===== config.mk =====
export PLATFORM = sky130hd
export DESIGN_NAME = immgen_pipe
export DESIGN_NICKNAME = d
export VERILOG_FILES = /design/src/rtl/immgen_pkg.sv /design/src/rtl/immgen_decode.sv /design/src/rtl/immgen_pipe.sv
export SDC_FILE = /design/constraint.sdc
export NUM_CORES = 1
export LEC_CHECK = 0
export CAP_MARGIN = 20
export CORE_AREA = 3 3 244 246
export DETAILED_ROUTE_END_ITERATION = 10
export DIE_AREA = 0 0 247 249
export GPL_TIMING_DRIVEN = 0
export PLACE_DENSITY = 0.52
export SLEW_MARGIN = 10
export SYNTH_ARGS = -nofsm -noshare
export SYNTH_HDL_FRONTEND = slang
export SYNTH_SLANG_ARGS = --single-unit

===== constraint.sdc =====
create_clock -name clk -period 11.2 [get_ports clk]
set_clock_uncertainty 0.2 [all_clocks]
set_input_delay 1.68 -clock clk [delete_from_list [all_inputs] [get_ports clk]]
set_output_delay 1.68 -clock clk [all_outputs]
set_load 0.03 [all_outputs]

===== src/rtl/immgen_pkg.sv =====
// Shared format codes and RV base opcodes for the immediate generator.
package immgen_pkg;
  typedef enum logic [2:0] {
    FMT_NONE  = 3'd0,
    FMT_I     = 3'd1,
    FMT_S     = 3'd2,
    FMT_B     = 3'd3,
    FMT_U     = 3'd4,
    FMT_J     = 3'd5,
    FMT_SHAMT = 3'd6
  } fmt_t;

  localparam logic [6:0] OP_LOAD   = 7'b0000011;
  localparam logic [6:0] OP_IMM    = 7'b0010011;
  localparam logic [6:0] OP_IMM32  = 7'b0011011;
  localparam logic [6:0] OP_STORE  = 7'b0100011;
  localparam logic [6:0] OP_BRANCH = 7'b1100011;
  localparam logic [6:0] OP_LUI    = 7'b0110111;
  localparam logic [6:0] OP_AUIPC  = 7'b0010111;
  localparam logic [6:0] OP_JAL    = 7'b1101111;
  localparam logic [6:0] OP_JALR   = 7'b1100111;
endpackage


===== src/rtl/immgen_decode.sv =====
// Combinational immediate/format/target decode for one instruction.
module immgen_decode
  import immgen_pkg::*;
#(
  parameter int XLEN = 64
) (
  input  logic [31:0]     instr,
  input  logic [XLEN-1:0] pc,
  output logic [XLEN-1:0] imm,
  output fmt_t            fmt,
  output logic [XLEN-1:0] target
);
  logic [63:0] imm64;
  logic        is_sh;
  logic        sh6;

  assign is_sh = (instr[14:12] == 3'b001) || (instr[14:12] == 3'b101);
  // Only the full-width OP-IMM shift carries a 6-bit shamt; OP-IMM-32 is always 5-bit.
  assign sh6   = (XLEN == 64) && (instr[6:0] == OP_IMM) && instr[25];

  always_comb begin
    fmt = FMT_NONE;
    case (instr[6:0])
      OP_LOAD, OP_JALR: fmt = FMT_I;
      OP_IMM:           fmt = is_sh ? FMT_SHAMT : FMT_I;
      OP_IMM32:         if (XLEN == 64) fmt = is_sh ? FMT_SHAMT : FMT_I;
      OP_STORE:         fmt = FMT_S;
      OP_BRANCH:        fmt = FMT_B;
      OP_LUI, OP_AUIPC: fmt = FMT_U;
      OP_JAL:           fmt = FMT_J;
      default:          fmt = FMT_NONE;
    endcase
  end

  always_comb begin
    imm64 = '0;
    case (fmt)
      FMT_I:     imm64 = {{52{instr[31]}}, instr[31:20]};
      FMT_S:     imm64 = {{52{instr[31]}}, instr[31:25], instr[11:7]};
      FMT_B:     imm64 = {{52{instr[31]}}, instr[7], instr[30:25], instr[11:8], 1'b0};
      FMT_U:     imm64 = {{32{instr[31]}}, instr[31:12], 12'b0};
      FMT_J:     imm64 = {{44{instr[31]}}, instr[19:12], instr[20], instr[30:21], 1'b0};
      FMT_SHAMT: imm64 = {58'b0, sh6, instr[24:20]};
      default:   imm64 = '0;
    endcase
  end

  assign imm    = imm64[XLEN-1:0];
  assign target = pc + imm;
endmodule


===== src/rtl/immgen_pipe.sv =====
// Registered immediate generator with a one-entry skid buffer; in_ready comes straight from a flop.
module immgen_pipe
  import immgen_pkg::*;
#(
  parameter int XLEN = 64
) (
  input  logic            clk,
  input  logic            reset,
  input  logic            flush,
  input  logic            in_valid,
  output logic            in_ready,
  input  logic [31:0]     in_instr,
  input  logic [XLEN-1:0] in_pc,
  output logic            out_valid,
  input  logic            out_ready,
  output logic [XLEN-1:0] out_imm,
  output logic [2:0]      out_fmt,
  output logic [XLEN-1:0] out_target,
  output logic [31:0]     out_instr,
  output logic [XLEN-1:0] out_pc
);
  typedef struct packed {
    logic [XLEN-1:0] imm;
    fmt_t            fmt;
    logic [XLEN-1:0] target;
    logic [31:0]     instr;
    logic [XLEN-1:0] pc;
  } entry_t;

  entry_t          dec, main_q, skid_q;
  logic            main_vld, skid_vld, rdy_q;
  logic [XLEN-1:0] d_imm, d_target;
  fmt_t            d_fmt;
  logic            accept, drain;

  immgen_decode #(.XLEN(XLEN)) u_dec (
    .instr (in_instr),
    .pc    (in_pc),
    .imm   (d_imm),
    .fmt   (d_fmt),
    .target(d_target)
  );

  assign dec    = '{imm: d_imm, fmt: d_fmt, target: d_target, instr: in_instr, pc: in_pc};
  assign accept = in_valid && rdy_q;
  assign drain  = main_vld && out_ready;

  // rdy_q tracks the next-state of "SKID empty" so an accept can never land on a full SKID.
  always_ff @(posedge clk) begin
    if (reset) begin
      main_vld <= 1'b0;
      skid_vld <= 1'b0;
      rdy_q    <= 1'b1;
      main_q   <= '0;
      skid_q   <= '0;
    end else if (flush) begin
      main_vld <= 1'b0;
      skid_vld <= 1'b0;
      rdy_q    <= 1'b1;
    end else if (!main_vld || drain) begin
      if (skid_vld) begin
        main_q   <= skid_q;
        main_vld <= 1'b1;
        skid_vld <= 1'b0;
        rdy_q    <= 1'b1;
      end else begin
        main_vld <= accept;
        if (accept) main_q <= dec;
      end
    end else if (accept) begin
      skid_q   <= dec;
      skid_vld <= 1'b1;
      rdy_q    <= 1'b0;
    end
  end

  assign in_ready   = rdy_q;
  assign out_valid  = main_vld;
  assign out_imm    = main_q.imm;
  assign out_fmt    = main_q.fmt;
  assign out_target = main_q.target;
  assign out_instr  = main_q.instr;
  assign out_pc     = main_q.pc;
endmodule


==> run metrics, run 1 <==
run status=finished clean; Post-CTS Setup Inserts=0; syn nets=2,695; maximum vdd drop=0.104 mV; TritonCTS buffer count=45; number of setup violations in the final report=0; initial DRC count=1,339; Post-synth ARST share=0%; diode count=0; top cells by area, synth=dfxtp_1 39%, nand2_1 9.5%, a21oi_1 7.8%; non-filler cells, final=3,704; dpl hpwl=61,700 um; leakage power=9.58 nW; Hold WS=0.253 ns; Root Buffer=clkbuf_16; CTS tree=yes; routed via count=19,800; Netlist cell types=95; Synth area leader=dfxtp_1; sequential-to-total area share from yosys stat=39.2%; Slew Limit Fails=0; Cell Rows=88; crit share post-route=66.4%; top_reg_cell synth=dfxtp_1; hold crit path type=flop to flop; port buffer count=324; DP Area=0.0243 mm^2; fillers=5,756; Synthesis Warnings=0; EDFF count, synth=0; via/cell ratio=5.35; Mapped Area=0.0201 mm^2; Max Cap Viol=0; most common cell after layout, fill and taps aside=nand2_1; share of layout cells above drive strength 1=6.26%; DRC Markers=0; commonest cells after routing, fill and taps aside=506 x nand2_1, 393 x dfxtp_1, 324 x clkdlybuf4s50_1; vias in the first global route=18,900; crit end category=flop; CP arrival=7.73 ns; Pwr Total=3.60 mW; Hold Buf Count CTS=0; flip-flop and latch area=0.00787 mm^2; pre-CTS WS=3.24 ns; kind of start point of the critical path=input port; CTS H-Tree Depth=2; post-route antenna net violation count=0; # clock sinks=393; DRT Pass-1 Iters=5; CP required=11.49 ns; Die X=247 um; Worst-path clk slew=0.06 ns; CP Max Fanout=10; buffer depth of the longest clock path=3; worst skew pair latency=0.60 ns; DIE AREA=0.0615 mm^2; Yosys reg bits=393; Area Growth Syn to Fin=28.8%; pwr dens=140 mW/mm^2; Initial Utilization=34.8%; nets@finish=3,070; post_cts resized=0; wire length after detailed routing=79,100 um; GRT Util Overall=24.9%; Synth top area share=39.2%; Finished Cell Area=0.0258 mm^2; antenna violations before repair=3; Ports=330; Avg WL per Cell=21.3 um; fmax=0.134 GHz; Avg Cell Area, Syn=7.93 um^2; Fin Setup TNS=0 ns; first-pass GRT wire length=118,000 um; Core ar.=0.0576 mm^2; Fin. Hold Viols=0; gpl congestion=0.956; slew at the pin closest to its max-slew limit=1.15 ns; Inst Count DP=3,622; grt total ovfl=0; unrepaired setup endpoints after global routing=false; multi-input combinational cell area=0.0110 mm^2; final worst slack=3.76 ns; die height=249 um; Period minus WS final=7.44 ns; crit path kind=input port to flop; max_slew headroom=23.5%; largest net degree at the start of global routing=35; cell count after synthesis=2,530; Final Util=44.9%
-- kinds of logic (layout without fill, tap and decap cells) --
family / count (synthesis) / count (layout) / share of synthesized area (%)
xor gates and xnor gates: 57 / 57 / 2.53
adders and majority gates: 64 / 64 / 4.03
DFF: 393 / 393 / 39.2
AOI/OAI and AO/OA: 747 / 747 / 23.7
muxes: 124 / 124 / 6.19
and+or+nand+nor: 872 / 872 / 18.4
buffers and inverters: 273 / 682 / 5.96
-- critical path: stages --
cell             delay, ns
clkdlybuf4s50_1       0.53
nand2_1               0.20
and4bb_2              0.28
o21ai_1               0.10
a21boi_1              0.49
nand2b_1              0.40
and2_1                0.30
clkbuf_1              0.23
a21oi_1               0.33
inv_1                 0.15
ha_1                  0.44
nand4_1               0.44
or2_2                 0.45
o22ai_1               0.42
nor3_1                0.21
o21ba_2               0.28
o21bai_2              0.16
a21oi_2               0.13
and4_1                0.24
a311o_1               0.26
-- cell type report --
cell class / count / area share, %
multi-input cells: 1864 / 42.6
flip-flops and latches: 393 / 30.5
repair buffers: 328 / 12.8
clock buffers: 65 / 5.19
plain buffers: 227 / 3.98
well taps: 765 / 3.71
inverters: 46 / 0.668
clock inverters: 16 / 0.615
-- report_power, final --
| group | total, mW | internal, mW | switching, mW |
|---|---|---|---|
| logic | 0.616 | 0.230 | 0.386 |
| clock network | 1.50 | 0.878 | 0.627 |
| registers | 1.48 | 1.45 | 0.0341 |
-- layer usage --
layer	wire, um	vias up	GRT usage, %
met3	5270	137	4.17
met1	35600	9460	34.3
met4	2500	2	7.75
met2	35700	615	39.9
li1	-	9598	-
met5	13	-	0
-- path summary, 6_finish.rpt --
path         slack, ns  cells after the start                     from                          to
max               3.76                     20              in_instr[1]    skid_q[133]$_SDFFE_PP0P_
min               0.25                      2  skid_q[34]$_SDFFE_PP0P_     skid_q[34]$_SDFFE_PP0P_
max reg2reg       7.33                      7    skid_vld$_SDFFE_PP0P_  out_target[2]$_SDFFE_PP0P_
min reg2reg       0.25                      2  skid_q[34]$_SDFFE_PP0P_     skid_q[34]$_SDFFE_PP0P_
-- synth_stat cells (13+ instances only) --
cell	number
xnor2_1	33
buf_4	39
clkbuf_1	158
xor2_1	23
o21ai_0	98
ha_1	63
inv_1	44
dfxtp_1	393
a21o_1	36
nand4_1	23
and2_1	13
buf_2	18
nor2_1	214
a311oi_1	17
nand3_1	28
nand2_1	506
a31oi_1	16
nor3_1	18
mux2i_1	124
a211oi_1	162
a21oi_1	314
-- flip-flops by register name, summed over array words and instances (netlist names) --
register / cells
in_ready: 1
out_imm: 32
out_pc: 64
skid_vld: 1
out_fmt: 3
skid_q: 195
out_target: 64
out_instr: 32
out_valid: 1
No activity file was read; power rests on OpenSTA's default activity.
==> run 2: changes to the inputs <==
Clock period 11.2 ns to 7.16 ns, I/O delays scaled along.
==> results of run 2 <==
The final DEF is identical to that of run 1. Status: finished clean.
Among the figures that moved: setup slack after placement 3.24 ns -> -0.191 ns; setup slack after layout 3.76 ns -> 0.324 ns; register-to-register setup slack 7.33 ns -> 3.29 ns; total power 3.60 mW -> 5.64 mW; worst IR drop on VDD 0.104 mV -> 0.162 mV
